$ cat src/rtl/imem_arbiter.sv
// imem_arbiter: shares one instruction-memory read port between CPU fetch and debug readback.
// Build option IMEM_ARB_RR_EN selects round-robin arbitration instead of CPU priority with a starvation guard.
module imem_arbiter #(
  parameter int NB_ADDR      = 32,
  parameter int NB_WORD      = 32,
  parameter int MEM_LAT      = 1,
  parameter int STARVE_LIMIT = 8
) (
  input  logic               clk,
  input  logic               rst,
  input  logic               cpu_req_valid,
  input  logic [NB_ADDR-1:0] cpu_req_pc,
  output logic               cpu_req_ready,
  input  logic               cpu_flush,
  output logic               cpu_rsp_valid,
  output logic [NB_WORD-1:0] cpu_rsp_instr,
  input  logic               dbg_req_valid,
  input  logic [NB_ADDR-1:0] dbg_req_addr,
  output logic               dbg_req_ready,
  output logic               dbg_rsp_valid,
  output logic [NB_WORD-1:0] dbg_rsp_data,
  output logic [NB_ADDR-1:0] mem_pc,
  input  logic [NB_WORD-1:0] mem_instruction,
  output logic               arb_state
);

  // Handshake: a request transfers in any cycle where valid and ready are both high. Ready is a
  // combinational function of both valids and arbiter state; requesters hold valid/address until taken.
  logic gnt_cpu;
  logic gnt_dbg;

`ifdef IMEM_ARB_RR_EN
  logic last_owner;  // 1 = dbg

  always_ff @(posedge clk) begin
    if (rst) begin
      last_owner <= 1'b1;
    end else if (gnt_dbg) begin
      last_owner <= 1'b1;
    end else if (gnt_cpu) begin
      last_owner <= 1'b0;
    end
  end

  always_comb begin
    gnt_dbg = 1'b0;
    gnt_cpu = 1'b0;
    if (!rst) begin
      gnt_dbg = dbg_req_valid && (!cpu_req_valid || !last_owner);
      gnt_cpu = cpu_req_valid && !gnt_dbg;
    end
  end

  assign arb_state = 1'b0;
`else
  typedef enum logic {CPU_PRI = 1'b0, DBG_FORCE = 1'b1} arb_state_t;
  localparam logic [7:0] LIMIT = 8'(STARVE_LIMIT);

  arb_state_t state;
  arb_state_t state_next;
  logic [7:0] starve_cnt;

  always_ff @(posedge clk) begin
    if (rst) begin
      state      <= CPU_PRI;
      starve_cnt <= 8'd0;
    end else begin
      state <= state_next;
      if (dbg_req_valid && !gnt_dbg) begin
        starve_cnt <= starve_cnt + 8'd1;
      end else begin
        starve_cnt <= 8'd0;
      end
    end
  end

  // DBG_FORCE is entered exactly when the starve counter is about to reach the limit.
  always_comb begin
    state_next = CPU_PRI;
    case (state)
      CPU_PRI: begin
        if (dbg_req_valid && !gnt_dbg && starve_cnt == LIMIT - 8'd1) begin
          state_next = DBG_FORCE;
        end
      end
      DBG_FORCE: state_next = CPU_PRI;
      default:   state_next = CPU_PRI;
    endcase
  end

  always_comb begin
    gnt_dbg = 1'b0;
    gnt_cpu = 1'b0;
    if (!rst) begin
      gnt_dbg = dbg_req_valid && (!cpu_req_valid || state == DBG_FORCE);
      gnt_cpu = cpu_req_valid && !gnt_dbg;
    end
  end

  assign arb_state = (state == DBG_FORCE);
`endif

  assign cpu_req_ready = gnt_cpu;
  assign dbg_req_ready = gnt_dbg;

  // Tag pipe: stage k is live k cycles after acceptance; stage MEM_LAT lines up with mem_instruction.
  logic [MEM_LAT:1] tag_v;
  logic [MEM_LAT:1] tag_own;  // 1 = dbg
  logic             ret_cpu;
  logic             ret_dbg;

  assign ret_cpu = tag_v[MEM_LAT] && !tag_own[MEM_LAT] && !cpu_flush;
  assign ret_dbg = tag_v[MEM_LAT] && tag_own[MEM_LAT];

  always_ff @(posedge clk) begin
    if (rst) begin
      tag_v         <= '0;
      tag_own       <= '0;
      cpu_rsp_valid <= 1'b0;
      dbg_rsp_valid <= 1'b0;
      cpu_rsp_instr <= '0;
      dbg_rsp_data  <= '0;
      mem_pc        <= '0;
    end else begin
      tag_v[1]   <= gnt_cpu || gnt_dbg;
      tag_own[1] <= gnt_dbg;
      for (int k = 2; k <= MEM_LAT; k++) begin
        tag_v[k]   <= tag_v[k-1] && !(cpu_flush && !tag_own[k-1]);
        tag_own[k] <= tag_own[k-1];
      end
      cpu_rsp_valid <= ret_cpu;
      dbg_rsp_valid <= ret_dbg;
      if (ret_cpu) cpu_rsp_instr <= mem_instruction;
      if (ret_dbg) dbg_rsp_data  <= mem_instruction;
      if (gnt_dbg) begin
        mem_pc <= dbg_req_addr;
      end else if (gnt_cpu) begin
        mem_pc <= cpu_req_pc;
      end
    end
  end

endmodule

$ cat config.mk
export PLATFORM = sky130hd
export DESIGN_NAME = imem_arbiter
export DESIGN_NICKNAME = d
export VERILOG_FILES = /design/src/rtl/imem_arbiter.sv
export SDC_FILE = /design/constraint.sdc
export NUM_CORES = 1
export LEC_CHECK = 0
export ABC_AREA = 1
export ABC_CLOCK_PERIOD_IN_PS = 1350
export BUFFER_PORTS_ARGS = -buffer_cell sky130_fd_sc_hd__buf_2
export CAP_MARGIN = 40
export CORE_UTILIZATION = 45
export CTS_BUF_LIST = sky130_fd_sc_hd__clkbuf_4 sky130_fd_sc_hd__clkbuf_8
export CTS_CLUSTER_DIAMETER = 150
export DETAILED_ROUTE_END_ITERATION = 10
export HOLD_SLACK_MARGIN = 0.06
export PLACE_DENSITY = 0.77
export SYNTH_ARGS = -nofsm -noshare
export SYNTH_HDL_FRONTEND = slang
export SYNTH_SLANG_ARGS = --single-unit
$ cat constraint.sdc
create_clock -name clk -period 1.35 [get_ports clk]
set_input_delay 0.0675 -clock clk [delete_from_list [all_inputs] [get_ports clk]]
set_output_delay 0.0675 -clock clk [all_outputs]
set_load 0.05 [all_outputs]
Yosys cells after proc, flatten, opt, wreduce, memory -nomap -nowiden
Index checks and enable logic that the tools add are counted.
- div/mod/pow operators: 0
- shifts and indexed selects: 0
- multipliers: 0
- add/sub/neg operators: 1
- multiplexer cells: 6
- $lt $le $gt $ge: 0
- equal/unequal tests: 1
- bitwise operators: 2
- reduce and logical (&&, ||, !) cells: 16
- operators with widths (kind ; number):
    32-bit two-way mux ; 2
    8-bit by 1-bit adder with 8-bit output (second input constant) ; 1
    8-bit by 3-bit equality test with 1-bit output (second input constant) ; 1
    1-bit logical AND ; 7
    1-bit logical NOT ; 5
    1-bit two-way mux ; 3
    1-bit logical OR ; 2
    1-bit NOT ; 2
    1-bit case mux with 2 select lines ; 1
    2-bit nonzero test ; 1
    2-bit OR reduction ; 1
- output and inout port bits: 101
- memory bits (read-only): 0
- word-level logic and storage cells: 35
- memories kept: 0
- bits of input ports: 101
- bits in latches: 0
- register bits: 109
- bits in writable memories: 0

Depth between registers and ports, before layout
- word-level depth: 9
- depth in mapped cells: 8
- gate-level depth less buffers: 7

Least setup slack after synthesis
Ideal clock, no wire load.
- path kind: reg-to-output
- start: reg state (netlist: arb_state)
- end: out cpu_req_ready
- arrival: 1.704 ns
- cell stages (with the launch flop): 2
- slack: -0.422 ns
- cell sequence: dfxtp_1 a211oi_1
- cells in the longest elaborated chain, start to end: 5
- ends and longest elaborated chain (item ; line ; text):
    from (decl) ; 59 ; arb_state_t state;
    from (signal assigned) ; 68 ; state <= state_next;
    1-bit logical OR ; 95 ; gnt_dbg = dbg_req_valid && (!cpu_req_valid || state == DBG_FORCE);
    1-bit logical AND ; 95 ;
    1-bit logical NOT ; 96 ; gnt_cpu = cpu_req_valid && !gnt_dbg;
    1-bit logical AND ; 96 ;
    1-bit two-way mux ; 94 ; if (!rst) begin
    to (decl) ; 13 ; output logic cpu_req_ready,
Every way passes these cells.

Worst setup path after layout
- start: reg state (netlist: arb_state)
- end: reg mem_pc[2]
- cells in the longest elaborated chain, start to end: 6
- elaborated cells between the ends (all ways): 8
- classes of those cells: 3 x mux; 5 x reduce/logical
- ends and longest elaborated chain (item ; line ; text):
    1-bit logical OR * ; 95 ;
    1-bit logical AND * ; 95 ;
    1-bit logical NOT ; 96 ;
    1-bit logical AND ; 96 ;
    1-bit two-way mux ; 94 ;
    2-bit nonzero test (no line) ; -- ;
    to (signal assigned) ; 136 ; mem_pc <= dbg_req_addr;
    to (signal assigned) ; 138 ; mem_pc <= cpu_req_pc;
    to (decl) ; 22 ; output logic [NB_ADDR-1:0] mem_pc,
Every way passes the cells marked *; elsewhere a longest branch is shown, timed or not.
A chain may end at the register's enable or synchronous reset.

==> impl_results.md <==
- Status: finished, final reports clean
- Reg power frac: 49.3%
- Largest net degree at the start of global routing: 65
- Worst Hold Launch: dbg_req_addr[21]
- First-pass GRT wire length: 23.3 mm
- Startpoint type of the worst setup path: flop
- Clock Skew: 0.00906 ns
- R2r startpoint: arb_state
- Chip height: 102 µm
- Row count: 36
- Final min period: 1.32 ns
- Vias/cell: 5.05
- Initial antenna violation count: 0
- Num CTS Buffers: 9
- Crit. Startpoint: arb_state
- Internal power: 4.75 mW
- Crit path capture type: flop
- Clock sink total: 109
- Sw frac: 32.8%
- CTS tree: yes
- DRT antenna net count: 0
- Synthesis-stage register bit count: 109
- Remaining global-route overflow: 0
- Vias in the first global route: 5,043
- Commonest non-fill, non-tap cell in the layout: buf_2
- Top post-synthesis cells by area: dfxtp_1 49%, inv_1 9.2%, a21oi_1 7.7%
- Number of library cell types mapped by synthesis: 21
- Mapped Nets: 725
- Core ar.: 0.00973 mm²
- Initial Utilization: 46.1%
- Avg WL per Cell: 14.5 µm
- Worst Max-Slew Pin Slew: 0.336 ns
- Die Wd: 102 µm
- Synthesized instance count: 623
- Synth top area share: 48.7%
- Routed via count: 5,299
- Sw Pwr: 2.32 mW
- Most frequent cells in the layout: 199 x buf_2, 108 x inv_1, 108 x dfxtp_1
- Hold/Removal Path Class: in -> reg
- Static Leak: 3.48 nW
- Diodes inserted: 0
- Clock root cell: clkbuf_8
- Sequential area share after synthesis: 48.7%
- Clock slew seen by the registers of the worst setup and hold paths: 0.09 ns
- Die ar.: 0.0104 mm²
- Synthesized area per cell: 7.19 µm²
- Pwr Density: 1030 mW/mm²
- Nets: 1,014
- YS warnings: 0
- Routed wire length: 15.2 mm
- Fin crit share: 97.6%
- Overall Global Routing Usage: 28.9%
- Total of max-cap violations: 0
- Layout area overhead: 53.5%
- Post-synthesis cell area: 0.00448 mm²
- F_max: 759 MHz
- Layout cell share with drive strength beyond 1: 27.3%
- Worst Path Arrival: 1.57 ns
- Final non-filler cell total: 1,049
- Critical Path RT: 1.60 ns
- Worst skew pair latency: 0.35 ns
- DRC viols: 0
- Crit path kind: reg -> reg
- Part of the power in the clock network: 24.8%
- Slew headroom: 77.6%
- Final Hold Vio Count: 0
- IO Pins: 202
- Maximum VDD drop: 0.630 mV
- PortBufs: 201
- Final Wtd Congestion: 0.806
- DRT iter0 DRCs: 322
- Placed cells: 934
- Logic gate share of total power: 25.9%
- Pre-Repair DR Iteration Count: 5
- Slew Limit Fails: 0
- H-Tree Depth: 3
- Final Setup Violations: 0
- Cell accounting for the most synthesized area: dfxtp_1
- Final HPWL DP: 8.38 mm
- CP Max Fanout: 10
- Max clock buf depth: 2
- Fin util: 70.7%
## cell usage after synthesis, drive strengths merged
master	number
a211oi	1
a21oi	69
buf	22
clkbuf	17
dfxtp	109
ha	1
inv	112
nand2	75
nand3	69
nand3b	2
nor2	76
nor3	3
o21ai	67
## cell families (layout without fill, tap and decap cells)
group	Yosys count	count (layout)	share of synthesized area, %
simple gates	225	225	21.7
fa+ha+maj	1	1	0.279
compound gates	137	137	15.4
buf+inv	151	444	13.9
flops	109	109	48.7
## path summary, 6_finish.rpt
kind	slack, ns	cells past startpoint	endpoint
hold / removal	0.12	5	mem_pc[21]
setup / recovery	0.03	9	mem_pc[2]
setup reg to reg	0.03	9	mem_pc[2]
hold reg to reg	0.44	2	cpu_rsp_instr[6]
## routing by layer
metal / up-vias / GRT usage, % / part of all wire [%]
li1: 2519 / - / -
met4: 0 / 17.3 / 5.1
met1: 2363 / 32.3 / 38
met2: 340 / 49.0 / 47
met5: - / 0 / 0
met3: 77 / 8.21 / 9.7
## stage by stage
stage          setup TNS, ns  area (µm²)  worst slack [ns]  hold slack (ns)  power (mW)
2_1_floorplan              0        4490            0.0343            0.233        4.61
3_3_place_gp               0        5660             0.132            0.332        5.04
3_5_place_dp               0        5660            0.0669            0.340        5.07
4_1_cts            -0.000183        6840         -0.000183           0.0822        7.03
5_1_grt              -0.0329        6880           -0.0303            0.130        7.39
6_report                   0        6880            0.0328            0.120        7.07
## worst max-delay path, cell delays in order (launching register included)
cell	delay (ns)
dfxtp_2	0.34
inv_2	0.05
nand2_4	0.06
nand2_4	0.07
buf_6	0.13
bufbuf_16	0.27
nand2_1	0.08
nand3_1	0.10
nand2_1	0.08
inv_1	0.04
## timing repair
action / 4_1_cts / 5_1_grt
setup endpoints to repair: 1 / 31
cloned: 1 / 0
setup buffers: 4 / 1
resized for setup: 3 / 11
pin swaps: 2 / 3
hold endpoints to repair: 94 / 0
hold buffers: 95 / 0
## flip-flops by register name, indices dropped and copies added, names as in the netlist
signal and count:
arb_state 1, cpu_rsp_instr 32, cpu_rsp_valid 1, dbg_rsp_data 32, dbg_rsp_valid 1, mem_pc 32
starve_cnt 8, tag_own 1, tag_v 1
## power groups by stage
stage / sequential [mW] / combinational, mW / clock, mW
after floorplan: 4.13 / 0.475 / 0
after global placement: 3.54 / 1.50 / 0
after detailed placement: 3.55 / 1.52 / 0
after CTS: 3.47 / 1.75 / 1.81
after global routing: 3.50 / 1.95 / 1.94
final: 3.48 / 1.83 / 1.76
## area by class of cell
type,instances,area (µm²)
clock inverters,4,25.0
fillers,709,2850
clock buffers,11,145
flip-flops and latches,109,2180
well taps,133,166
multi-input cells,363,1700
repair buffers,317,2240
inverters,112,424
(Power assumes the default switching activity.)
